`src/rtl/d7s_scan_ctrl.sv`:
```
// Scan scheduler for a shared 3-digit 7-segment display.
// Double-buffers BCD loads, swaps them in at frame boundaries, and time-shares
// the segment bus across three digit transistors with a blank gap between slots.
module d7s_scan_ctrl #(
   parameter int unsigned DWELL_CYC     = 50000,
   parameter int unsigned BLANK_CYC     = 500,
   parameter int unsigned TR_ACTIVE_LOW = 0
) (
   input  logic        clk,
   input  logic        rst,
   input  logic        load_valid,
   output logic        load_ready,
   input  logic [11:0] load_data,
   input  logic        lz_en,
   output logic [2:0]  transistor,
   output logic [6:0]  d7sp,
   output logic        frame_tick
);

   localparam int unsigned CNT_MAX = (DWELL_CYC > BLANK_CYC) ? DWELL_CYC : BLANK_CYC;
   localparam int unsigned CNT_W   = $clog2(CNT_MAX + 1);
   localparam logic [CNT_W-1:0] DWELL_LAST = CNT_W'(DWELL_CYC - 1);
   localparam logic [CNT_W-1:0] BLANK_LAST = CNT_W'(BLANK_CYC - 1);
   localparam logic [2:0] TR_IDLE = (TR_ACTIVE_LOW != 0) ? 3'b111 : 3'b000;

   typedef enum logic {ST_BLANK, ST_SHOW} state_t;

   state_t           state_q, state_d;
   logic [1:0]       dig_q, dig_d;
   logic [CNT_W-1:0] cnt_q, cnt_d;
   logic [11:0]      act_q, act_d;
   logic [11:0]      pend_q, pend_d;
   logic             full_q, full_d;
   logic [2:0]       tr_q, tr_d;
   logic [6:0]       seg_q, seg_d;
   logic             tick_q, tick_d;
   logic [3:0]       nib;
   logic             blank_dig;

   // BCD nibble to segments {g,f,e,d,c,b,a}; non-decimal nibbles show a dash
   function automatic logic [6:0] seg_f(input logic [3:0] b);
      case (b)
         4'd0:    seg_f = 7'h3F;
         4'd1:    seg_f = 7'h06;
         4'd2:    seg_f = 7'h5B;
         4'd3:    seg_f = 7'h4F;
         4'd4:    seg_f = 7'h66;
         4'd5:    seg_f = 7'h6D;
         4'd6:    seg_f = 7'h7D;
         4'd7:    seg_f = 7'h07;
         4'd8:    seg_f = 7'h7F;
         4'd9:    seg_f = 7'h6F;
         default: seg_f = 7'h40;
      endcase
   endfunction

   assign load_ready = ~full_q;
   assign transistor = tr_q;
   assign d7sp       = seg_q;
   assign frame_tick = tick_q;

   // State, buffers and registered outputs
   always_ff @(posedge clk or posedge rst) begin
      if (rst) begin
         state_q <= ST_BLANK;
         dig_q   <= 2'd0;
         cnt_q   <= '0;
         act_q   <= 12'h000;
         pend_q  <= 12'h000;
         full_q  <= 1'b0;
         tr_q    <= TR_IDLE;
         seg_q   <= 7'h00;
         tick_q  <= 1'b0;
      end else begin
         state_q <= state_d;
         dig_q   <= dig_d;
         cnt_q   <= cnt_d;
         act_q   <= act_d;
         pend_q  <= pend_d;
         full_q  <= full_d;
         tr_q    <= tr_d;
         seg_q   <= seg_d;
         tick_q  <= tick_d;
      end
   end

   // Slot sequencing, handshake, frame swap, and next output values
   always_comb begin
      state_d   = state_q;
      dig_d     = dig_q;
      cnt_d     = cnt_q + CNT_W'(1);
      act_d     = act_q;
      pend_d    = pend_q;
      full_d    = full_q;
      tick_d    = 1'b0;
      tr_d      = TR_IDLE;
      seg_d     = 7'h00;
      nib       = 4'h0;
      blank_dig = 1'b0;

      case (state_q)
         ST_BLANK: begin
            if (cnt_q == BLANK_LAST) begin
               state_d = ST_SHOW;
               cnt_d   = '0;
            end
         end
         ST_SHOW: begin
            if (cnt_q == DWELL_LAST) begin
               state_d = ST_BLANK;
               cnt_d   = '0;
               case (dig_q)
                  2'd0:    dig_d = 2'd1;
                  2'd1:    dig_d = 2'd2;
                  default: dig_d = 2'd0;
               endcase
               // Leaving the last digit closes the frame: tick and swap in new data
               if (dig_q == 2'd2) begin
                  tick_d = 1'b1;
                  if (full_q) begin
                     act_d  = pend_q;
                     full_d = 1'b0;
                  end
               end
            end
         end
         default: begin
            state_d = ST_BLANK;
            dig_d   = 2'd0;
            cnt_d   = '0;
         end
      endcase

      // Accept only when empty, so it can never collide with a swap
      if (load_valid && !full_q) begin
         pend_d = load_data;
         full_d = 1'b1;
      end

      if (state_d == ST_SHOW) begin
         case (dig_d)
            2'd0: nib = act_d[3:0];
            2'd1: begin
               nib       = act_d[7:4];
               blank_dig = lz_en && (act_d[11:8] == 4'h0) && (act_d[7:4] == 4'h0);
            end
            default: begin
               nib       = act_d[11:8];
               blank_dig = lz_en && (act_d[11:8] == 4'h0);
            end
         endcase
         if (!blank_dig) begin
            case (dig_d)
               2'd0:    tr_d = 3'b001 ^ TR_IDLE;
               2'd1:    tr_d = 3'b010 ^ TR_IDLE;
               default: tr_d = 3'b100 ^ TR_IDLE;
            endcase
            seg_d = seg_f(nib);
         end
      end
   end

endmodule
```
`config.mk`:
```
export PLATFORM = sky130hd
export DESIGN_NAME = d7s_scan_ctrl
export DESIGN_NICKNAME = d
export VERILOG_FILES = /design/src/rtl/d7s_scan_ctrl.sv
export SDC_FILE = /design/constraint.sdc
export NUM_CORES = 1
export LEC_CHECK = 0
export CAP_MARGIN = 20
export CORE_MARGIN = 3
export CORE_UTILIZATION = 45
export CTS_CLUSTER_SIZE = 8
export DETAILED_ROUTE_END_ITERATION = 16
export PLACE_DENSITY = 0.75
export SYNTH_ARGS = -nofsm -noshare
export SYNTH_HDL_FRONTEND = slang
export SYNTH_SLANG_ARGS = --single-unit
export TNS_END_PERCENT = 50
```
`constraint.sdc`:
```
create_clock -name clk -period 6.4 [get_ports clk]
set_input_delay 1.28 -clock clk [delete_from_list [all_inputs] [get_ports clk]]
set_output_delay 1.28 -clock clk [all_outputs]
set_load 0.05 [all_outputs]
```
Word-level counts from Yosys, hierarchy flattened

Memory sizes are Yosys's and may differ from the RTL's.
Index checks and enable logic that the tools add are counted.

Bits in registers: 55
Bits in read-only memories: 112
Output and inout bits: 12
Word-level logic and storage cells: 59
Memories kept: 1

Add/subtract/negate cells: 1
Eq/ne operators: 5
Mux-type cells: 29
Bitwise operators: 2
Reductions and logical operators: 12

Memories:

| memory          | depth | width | read ports | clocked after memory_dff | wr ports | RTL line | RTL |
|---|---|---|---|---|---|---|---|
| (no name shown) | 16    | 7     | 1          | 0                        | 0        | 42       | `case (b)` |

Operators with widths:

| cell                                                                   | count |
|---|---|
| 12-bit two-way mux                                                     | 4 |
| 16-bit two-way mux                                                     | 2 |
| 16-bit one-hot mux with 2 select lines                                 | 1 |
| 16-bit by 1-bit adder with 16-bit output, second input constant        | 1 |
| 16-bit equality test, second input constant                            | 1 |
| 16-bit by 9-bit equality test with 1-bit output, second input constant | 1 |
| 7-bit two-way mux                                                      | 2 |
| 1-bit two-way mux                                                      | 10 |
| 4-bit logical NOT                                                      | 2 |
| 4-bit one-hot mux with 2 select lines                                  | 1 |
| 3-bit two-way mux                                                      | 2 |
| 3-bit one-hot mux with 2 select lines                                  | 1 |
| 2-bit nonzero test                                                     | 3 |
| 2-bit by 1-bit equality test with 1-bit output, second input constant  | 2 |
| 2-bit logical NOT                                                      | 2 |
| 2-bit two-way mux                                                      | 2 |
| 4-bit two-way mux                                                      | 1 |
| 1-bit one-hot mux with 2 select lines                                  | 2 |
| 2-bit one-hot mux with 2 select lines                                  | 1 |
| 1-bit logical AND                                                      | 3 |
| 3-bit AND reduction                                                    | 1 |
| 2-bit equality test, second input constant                             | 1 |
| 1-bit NOT                                                              | 2 |
| 1-bit logical NOT                                                      | 1 |

Depth between registers and ports, before layout

Gate-level depths: netlist of run 1.

Depth after elaboration: 11
Mapped depth: 14
Depth with buffers taken out: 13

Worst setup path before layout of run 1

No wires, ideal clock.

Path type: register to register
Start: reg cnt_q[0]
End: reg seg_q[6] (netlist: d7sp[6])
Library setup time: 0.078 ns
Data arrival time: 2.827 ns
Data required time: 6.322 ns
Slack: 3.496 ns
Stages on the path, launching flop included: 13
Clock period less this slack: 2.904 ns
Cell sequence: dfrtp_1 ha_1 and4_4 and4_4 and3_1 buf_4 mux2i_4 inv_2 o21ai_0 inv_1 ha_1 mux2_2 a21oi_1

RTL lines:

| item                                                                                | RTL line | RTL |
|---|---|---|
| start, declared                                                                     | 30       | `logic [CNT_W-1:0] cnt_q, cnt_d;` |
| start signal, assigned                                                              | 77       | `cnt_q <= cnt_d;` |
| 16-bit equality test (*)                                                            | 109      | `if (cnt_q == DWELL_LAST) begin` |
| 2-bit two-way mux (*)                                                               | 109      |  |
| 2-bit two-way mux (*)                                                               | 101      | `case (state_q)` |
| via dig_d[1]                                                                        | 29       | `logic [1:0] dig_q, dig_d;` |
| 2-bit by 1-bit equality test with 1-bit output or 2-bit logical NOT (tied branches) | 141      | `case (dig_d)` |
| 4-bit one-hot mux with 2 select lines                                               | 141      |  |
| 4-bit two-way mux                                                                   | 140      | `if (state_d == ST_SHOW) begin` |
| memory read 16 x 7 bit                                                              | --       |  |
| 7-bit two-way mux (*)                                                               | 152      | `if (!blank_dig) begin` |
| 7-bit two-way mux (*)                                                               | 140      |  |
| via seg_d[6]                                                                        | 35       | `logic [6:0] seg_q, seg_d;` |
| end signal, assigned                                                                | 82       | `seg_q <= seg_d;` |
| end, declared                                                                       | 35       |  |

Mark *: on every way through the listed nets, which the timed path passes. The rest lies on a longest branch. The select of a mux whose other input is x is not followed.
A chain may end at the register's enable or synchronous reset.

Final worst setup path of run 1

Start: reg cnt_q[10]
End: reg seg_q[6] (netlist: d7sp[6])

Same word-level chain as after synthesis.

==> flow_summary.toml, run 1 <==
[critical_path]
critPathLaunchType = "flop"
crit_slowest_cell = "o21ai_0"
critPathBufInv = 2
cp.required_ps = 6640
reg2reg_slack_ps = 3110
timing.rr.end = "d7sp[6]"
crit_family = "simple AND/OR/NAND/NOR gates"
r2r_start = "cnt_q[10]"
crit_arrival_ps = 3530
rr_worst_depth = 10
crit_fanout = 6
crit_chain = "nor4_4, and4_4, and3_1, mux2i_4, inv_2, o21ai_0, inv_1, ha_1, mux2_2, a21oi_1"
endpoint_kind = "flop"
criticalPathCategory = "reg2reg"
critPathMaxStageDelay_ps = 500

[min_path]
min_to = "cnt_q[0]"
whs_path_depth = 1
hold_path.class = "reg2reg"
worstHoldStart = "cnt_q[0]"

[cts]
cts_tree = "yes"
clk_pin_slew_ps = 100
holdBufCountCts = 0
cts_setup_buffers = 0
cts_root_buf = "clkbuf_8"
cts_max_level = 2
cts_inserted_buffers = 5
post_cts_resized = 0
cts_buffer_depth = 2
clk-insertion-delay-late_ps = 310
clock-sinks = 55

[global_routing]
grt_max_degree = 56
grt_pass1_vias = 1593
grt-ovfl-total = 0
grt_usage = 0.147
grt_pass1_wl_um = 7640
antenna_found_initial = 0

[timing]
hold_viol_final = 0
final_max_slew_viol_count = 0
max_freq_ghz = 0.304
worst_pin_slew_ps = 1030
slew_headroom = 0.314
setup_viol = 0
grt_setup_unrepaired = "false"
fin_crit_sh = 0.514
final.setup.tns_ps = 0
fin_worst_skew_ps = 10.6
worst_slack_ps = 3110
layout_min_cycle_time_ps = 3290

[placement]
io_buffer_count = 27
place_congestion = 0.838
dp_hpwl_um = 3160
dpl_cell_area_um2 = 2950
dp.cells = 319
place_ws_ps = 3140

[yosys]
synth.most_common_cell = "dfrtp_1"
synth_area_leader_cell = "dfrtp_1"
yosys_most_used_dff = "dfrtp_1"
synth-edff-count = 0
ys_warn_count = 0
synth_area_leaders = "dfrtp_1 53%, mux2_2 7.3%, mux2i_1 5.4%"
avgSynthCellArea_um2 = 11.7
synth_seq_cells = 55
synth.net_count = 245
yosysUniqueCellTypes = 44
async_flop_share = 1.00
syn-cell-area_um2 = 2610
synth_cells = 223
synth.yosys.seq_area_share = 0.527
ys_top_cells_by_count = "55 x dfrtp_1, 21 x nor2_1, 20 x inv_1"
synth_top_area_share = 0.527

[floorplan]
dieHeight_um = 82.2
die-area_um2 = 6750
initial_core_util = 0.468
fp-row-count = 27
die_w_um = 82.2
io-pin-count = 28
core_um2 = 5570

[cells_and_area]
syn_to_final_growth_pct = 16.7
instances_no_fill = 327
drive_gt1_frac = 0.161
finalInstanceArea_um2 = 3050
antenna_cells = 0
final_nets = 276
n_fill_cell = 502

[detailed_routing]
final_antenna_net_count = 0
drc_errors = 0
routed_via_density = 5.04
firstDrtPassIters = 6
drt_iter0_drc = 86
avgRoutedWirePerCell_um = 13.3
drt_wl_total_um = 4330
route.vias.total = 1647

[power_and_ir_drop]
p_clk_frac = 0.349
p_seq_frac = 0.617
comb_power_share = 0.035
p_switching_uw = 129
finalPower_uw = 573
ir_drop_mv = 0.106
p_per_area_nw_per_um2 = 188
cellInternalPower_uw = 444
cellLeakagePower_uw = 0.00156
swShare = 0.226

[run]
cap_violations = 0

[run_status]
outcome = "finished clean"
## registers in the layout, indices dropped and copies added (netlist names), 2 cells and up
signal / flops
cnt_q: 16
act_q: 12
pend_q: 12
d7sp: 7
transistor: 3
dig_q: 2
## worst max-delay path by stage
stage	startpoint	end	slack (ps)	cells past startpoint
2_1_floorplan	cnt_q[0]	d7sp[6]	3500	12
3_3_place_gp	cnt_q[10]	d7sp[6]	3290	10
3_5_place_dp	cnt_q[10]	d7sp[6]	3140	10
4_1_cts	cnt_q[10]	d7sp[6]	3110	10
5_1_grt	cnt_q[10]	d7sp[6]	2820	10
6_report	cnt_q[10]	d7sp[6]	3110	10
## metrics by stage
| stage | util | hold WS [ps] |
|---|---|---|
| floorplan | - | 433 |
| global route | 0.547 | 504 |
| global placement | 0.530 | 445 |
| finish | 0.547 | 463 |
| detailed placement | 0.530 | 451 |
| CTS | 0.547 | 464 |
## power groups by stage
stage               Combinational, uW  Clock, uW  Sequential (uW)
floorplan                        8.86          0              359
global placement                 20.2          0              360
detailed placement               20.6          0              360
CTS                              20.6        209              353
global route                     22.4        221              354
finish                           19.8        200              353
## kinds of logic (layout without fill, tap and decap cells)
logic type      count (synthesis)  in the layout  synth area share
compound gates                 23             23            0.0656
fa+ha+maj                       6              6            0.0287
mux                            34             34             0.146
xor+xnor                       13             13            0.0436
buf+inv                        25             57            0.0407
flops                          55             55             0.527
simple gates                   67             67             0.148
## layout by cell type (no fill, tap or decap), types with 3 or more instances in the layout
cell / n
nand2_1: 16
and3_1: 7
xnor2_1: 7
ha_1: 6
inv_1: 19
nand3_1: 4
a21oi_1: 6
clkdlybuf4s50_1: 27
nor2_1: 21
dfrtp_1: 55
mux2i_1: 14
mux2_2: 17
and4_1: 3
o22ai_1: 4
clkbuf_8: 5
xor2_1: 6
## worst reg2reg max path, stage by stage, from the launching register on
cell	delay, ps
dfrtp_1	460
nor4_4	370
and4_4	310
and3_1	330
mux2i_4	370
inv_2	120
o21ai_0	500
inv_1	140
ha_1	240
mux2_2	260
a21oi_1	130
## cell type report
class	instances	area (um^2)	share of cell area
Clock buffer	5	68.8	0.0226
Clock inverter	3	27.5	0.00903
Inverter	21	78.8	0.0259
Multi-Input combinational cell	143	1130	0.370
Sequential cell	55	1380	0.452
Tap cell	72	90.1	0.0296
Timing Repair Buffer	28	278	0.0911
## routing by layer
| metal | global-route usage | part of all wire | vias up |
|---|---|---|---|
| li1 | - | - | 826 |
| met1 | 0.220 | 0.50 | 791 |
| met2 | 0.216 | 0.46 | 28 |
| met3 | 0.0282 | 0.035 | 2 |
| met4 | 0.0449 | 0.0078 | 0 |
| met5 | 0 | 0 | - |
Note: power is estimated with default switching activity, not from simulation.
==> run 2: changes to the inputs <==
==> constraint.sdc (replaced) <==
create_clock -name clk -period 3.1 [get_ports clk]
set_input_delay 0.62 -clock clk [delete_from_list [all_inputs] [get_ports clk]]
set_output_delay 0.62 -clock clk [all_outputs]
set_load 0.05 [all_outputs]
==> run 2 against run 1 <==
Against the previous run: critical path type unchanged; global-route usage decreased by 0.092 points; clock skew shrank 3.9 ps; clock power is 100% higher; utilization rose by 0.49 points; die area is the same.
==> flow_summary.toml, run 2 (synthesis gave the netlist of run 1 again) <==
[cells_and_area]
syn_to_final_growth_pct = 17.8
final_common_cell = "dfrtp_1"
top_register = "cnt_q"
final_cell_mix = "55 x dfrtp_1, 27 x clkdlybuf4s50_1, 21 x nor2_1"
top_regs = "cnt_q (16), act_q (12), pend_q (12)"
final_nets = 280
drive_gt1_frac = 0.178
instances_no_fill = 331
antenna_cells = 0
largest_register_ffs = 16
finalInstanceArea_um2 = 3080
n_fill_cell = 483

[timing]
setup_viol = 0
slew_headroom = 0.666
final.setup.tns_ps = 0
layout_min_cycle_time_ps = 2930
worst_slack_ps = 170
fin_crit_sh = 0.945
grt_setup_unrepaired = "false"
final_max_slew_viol_count = 0
worst_hold_slack_ps = 477
worst_pin_slew_ps = 499
fin_worst_skew_ps = 6.67
max_freq_ghz = 0.341
hold_viol_final = 0

[power_and_ir_drop]
cellLeakagePower_uw = 0.00157
p_seq_frac = 0.622
p_switching_uw = 261
ir_drop_mv = 0.214
p_clk_frac = 0.341
comb_power_share = 0.036
swShare = 0.223
p_per_area_nw_per_um2 = 381
cellInternalPower_uw = 911

[critical_path]
crit_fanout = 6
critPathLaunchType = "flop"
timing.rr.end = "d7sp[3]"
crit_chain = "ha_1, and4_4, and4_4, and3_2, mux2i_4, inv_2, o31a_1, or3b_4, o22ai_1"
cp_common_cell = "and4_4"
crit_family = "simple AND/OR/NAND/NOR gates"
critPathMaxStageDelay_ps = 440
critPathBufInv = 1
cp.required_ps = 3330
reg2reg_slack_ps = 170
r2r_start = "cnt_q[0]"
criticalPathCategory = "reg2reg"
rr_worst_depth = 9
crit_slowest_cell = "or3b_4"
endpoint_kind = "flop"
crit_arrival_ps = 3160

[placement]
dpl_cell_area_um2 = 2980
dp_hpwl_um = 3450
io_buffer_count = 27
place_ws_ps = 47.3
place_congestion = 0.781
dp.cells = 323

[detailed_routing]
avgRoutedWirePerCell_um = 13.6
met1_length_um = 2140
wl_met3_um = 149
routed_via_density = 5.16
highest-signal-layer = "met4"
drc_errors = 0
drt_iter0_drc = 117
final_antenna_net_count = 0
firstDrtPassIters = 4
route.vias.total = 1708
drt_wl_total_um = 4500
route.met2.wl_um = 2140

[run]
cap_violations = 0

[cts]
cts_setup_buffers = 0
cts_max_level = 2
clk-insertion-delay-late_ps = 310
cts_root_buf = "clkbuf_8"
cts_inserted_buffers = 5
cts_buffer_depth = 2
cts_tree = "yes"
clk_pin_slew_ps = 100
clock-sinks = 55

[global_routing]
grt_pass1_vias = 1609
grt_usage = 0.146
grt_pass1_wl_um = 7580
antenna_found_initial = 0
grt_max_degree = 25
grt-ovfl-total = 0

[min_path]
worstHoldStart = "cnt_q[0]"
whs_path_depth = 1
min_to = "cnt_q[0]"
hold_path.class = "reg2reg"

[floorplan]
fp-row-count = 27
core_um2 = 5570
dieHeight_um = 82.2
die_w_um = 82.2
io-pin-count = 28
initial_core_util = 0.468
die-area_um2 = 6750

[run_status]
outcome = "finished clean"
[run 2: cell count changes in the layout (fill, tap and decap cells not counted)]
cell        before  now
clkinvlp_4       1    2
o21ai_0          2    1
o21ai_1          1    2
buf_4            1    5
and3_2           0    1
and3_1           7    6
inv_8            1    0
[run 2: worst max path at each step]
stage                     startpoint  endpoint  slack (ps)  cells past startpoint
after detailed placement    cnt_q[0]   d7sp[6]          50                     11
final                       cnt_q[0]   d7sp[3]         170                      9
after global routing        cnt_q[0]   d7sp[6]           3                     11
after floorplan             cnt_q[0]   d7sp[6]         200                     12
after global placement      cnt_q[0]   d7sp[6]         160                     11
after CTS                   cnt_q[0]   d7sp[6]          10                     11
[run 2: what timing repair did]
item                                    in CTS  in global routing
endpoints found under the hold margin        0                  0
hold buffers                                 0                  0
endpoints found under the setup margin       0                  6
gates resized for setup                      0                  2
[run 2: final cells by class]
class                   instances  area (um^2)  area share
flip-flops and latches         55         1380       0.448
multi-input cells             143         1130       0.367
repair buffers                 32          308       0.100
well taps                      72         90.1      0.0293
inverters                      21         78.8      0.0256
clock buffers                   5         68.8      0.0224
clock inverters                 3         23.8     0.00773
[run 2: metal layers]
layer / vias to the layer above / GRT usage
li1: 829 / -
met1: 840 / 0.205
met2: 32 / 0.230
met3: 7 / 0.0282
met4: 0 / 0.0449
met5: - / 0
[run 2: worst reg2reg max path, cell delays in order, from the launching register on]
cell and delay (ps):
dfrtp_1 390, ha_1 250, and4_4 260, and4_4 260, and3_2 280, mux2i_4 330
inv_2 110, o31a_1 370, or3b_4 440, o22ai_1 160
[run 2: through the flow]
step                      power [uW]   util
after floorplan                  760      -
after global placement           786  0.535
after detailed placement         788  0.535
after CTS                       1180  0.552
after global routing            1210  0.552
final                           1170  0.552
[run 2: power by group through the flow]
stage	Combinational [uW]	Clock, uW	Sequential [uW]
after CTS	44.1	410	730
after global routing	47.8	434	731
final	42.5	400	729
after global placement	42.9	0	744
after detailed placement	44.0	0	744
after floorplan	18.3	0	742
==> run 3: changes to the inputs <==
--- a/config.mk
+++ b/config.mk
@@ -10,7 +10,7 @@
 export CORE_UTILIZATION = 45
 export CTS_CLUSTER_SIZE = 8
 export DETAILED_ROUTE_END_ITERATION = 16
-export PLACE_DENSITY = 0.75
+export PLACE_DENSITY = 0.71
 export SYNTH_ARGS = -nofsm -noshare
 export SYNTH_HDL_FRONTEND = slang
 export SYNTH_SLANG_ARGS = --single-unit
==> run 3 against run 2 <==
Against the previous run: combinational power hardly changed; register-to-register slack worse by 20 ps; clock power is 18% higher; critical path depth did not move; final area up 0.94%; critical path type unchanged.
==> flow_summary.toml, run 3 (synthesis gave the netlist of run 1 again) <==
[critical_path]
crit_arrival_ps = 3180
reg2reg_slack_ps = 150
critPathLaunchType = "flop"
rr_worst_depth = 9
cp.required_ps = 3330
r2r_start = "cnt_q[0]"
crit_fanout = 6
timing.rr.end = "d7sp[4]"
endpoint_kind = "flop"
criticalPathCategory = "reg2reg"

[cells_and_area]
finalInstanceArea_um2 = 3100
drive_gt1_frac = 0.178
top_regs = "cnt_q (16), act_q (12), pend_q (12)"
antenna_cells = 0
top_register = "cnt_q"
largest_register_ffs = 16
multiInputGateArea_um2 = 1130
final_cell_mix = "55 x dfrtp_1, 27 x clkdlybuf4s50_1, 21 x nor2_1"
final_common_cell = "dfrtp_1"
n_fill_cell = 492
seqCellArea_um2 = 1380
finish.utilization = 0.557
instances_no_fill = 330
final_nets = 279
syn_to_final_growth_pct = 18.9

[placement]
dp.cells = 322
place_ws_ps = 116
dpl_cell_area_um2 = 2990
place_congestion = 0.825
dp_hpwl_um = 3280
io_buffer_count = 27

[power_and_ir_drop]
cellLeakagePower_uw = 0.00158
ir_drop_mv = 0.271
p_per_area_nw_per_um2 = 401

[cts]
clk_pin_slew_ps = 100
cts_tree = "yes"
cts_max_level = 2
cts_buffer_depth = 2
cts_inserted_buffers = 5
clk-insertion-delay-late_ps = 310
cts_root_buf = "clkbuf_8"
clock-sinks = 55
holdBufCountCts = 0
post_cts_resized = 0
cts_setup_buffers = 0

[detailed_routing]
avgRoutedWirePerCell_um = 13.2
final_antenna_net_count = 0
route.vias.total = 1649
firstDrtPassIters = 4
drt_iter0_drc = 60
drt_wl_total_um = 4350
drc_errors = 0
routed_via_density = 5.00

[global_routing]
antenna_found_initial = 0
grt_max_degree = 32
grt_pass1_wl_um = 7360
grt_usage = 0.143
grt-ovfl-total = 0
grt_pass1_vias = 1589

[timing]
grt_setup_unrepaired = "false"
fin_crit_sh = 0.952
final.setup.tns_ps = 0
setup_viol = 0
layout_min_cycle_time_ps = 2950
max_freq_ghz = 0.339
slew_headroom = 0.648
worst_pin_slew_ps = 528
final_max_slew_viol_count = 0
fin_worst_skew_ps = 12.2
worst_slack_ps = 150
hold_viol_final = 0

[floorplan]
die_w_um = 82.2
fp-row-count = 27
dieHeight_um = 82.2
io-pin-count = 28
core_um2 = 5570
die-area_um2 = 6750
initial_core_util = 0.468

[min_path]
hold_path.class = "reg2reg"
min_to = "cnt_q[0]"
worstHoldStart = "cnt_q[0]"
whs_path_depth = 1

[run]
cap_violations = 0

[run_status]
outcome = "finished clean"
-- run 3: how the worst max path moves through the flow --
stage	startpoint	endpoint
finish	cnt_q[0]	d7sp[4]
global route	cnt_q[0]	d7sp[6]
CTS	cnt_q[0]	d7sp[6]
detailed placement	cnt_q[0]	d7sp[6]
global placement	cnt_q[0]	d7sp[6]
floorplan	cnt_q[0]	d7sp[6]
-- run 3: through the flow --
| step | hold slack [ps] | power [uW] |
|---|---|---|
| 6_report | 480 | 1240 |
| 5_1_grt | 501 | 1290 |
| 4_1_cts | 474 | 1260 |
| 3_5_place_dp | 461 | 789 |
| 3_3_place_gp | 445 | 788 |
| 2_1_floorplan | 433 | 760 |
-- run 3: cell type report --
class                      instances  area share
tap                               72      0.0290
clock buffer                       5      0.0222
timing repair buffer              31       0.101
multi-input combinational        143       0.365
clock inverter                     3      0.0141
inverter                          21      0.0254
sequential                        55       0.443
-- run 3: critical path, cell delays in order, from the launching register on --
cell	delay (ps)
dfrtp_1	390
ha_1	230
and4_4	260
and4_4	270
and3_2	280
mux2i_4	340
inv_2	110
o31a_1	370
or3b_4	440
o22ai_1	170
-- run 3: layer usage --
metal | track usage | routed length, um
met5 | 0 | 0
met3 | 0.0325 | 171
met1 | 0.207 | 2210
met4 | 0.0631 | 80
met2 | 0.205 | 1890
-- run 3: report_power, final --
part           switching (uW)  internal, uW  leakage [uW]
Sequential               4.79           725      0.000736
Combinational            17.6          25.3      0.000790
Clock                     231           241     0.0000581
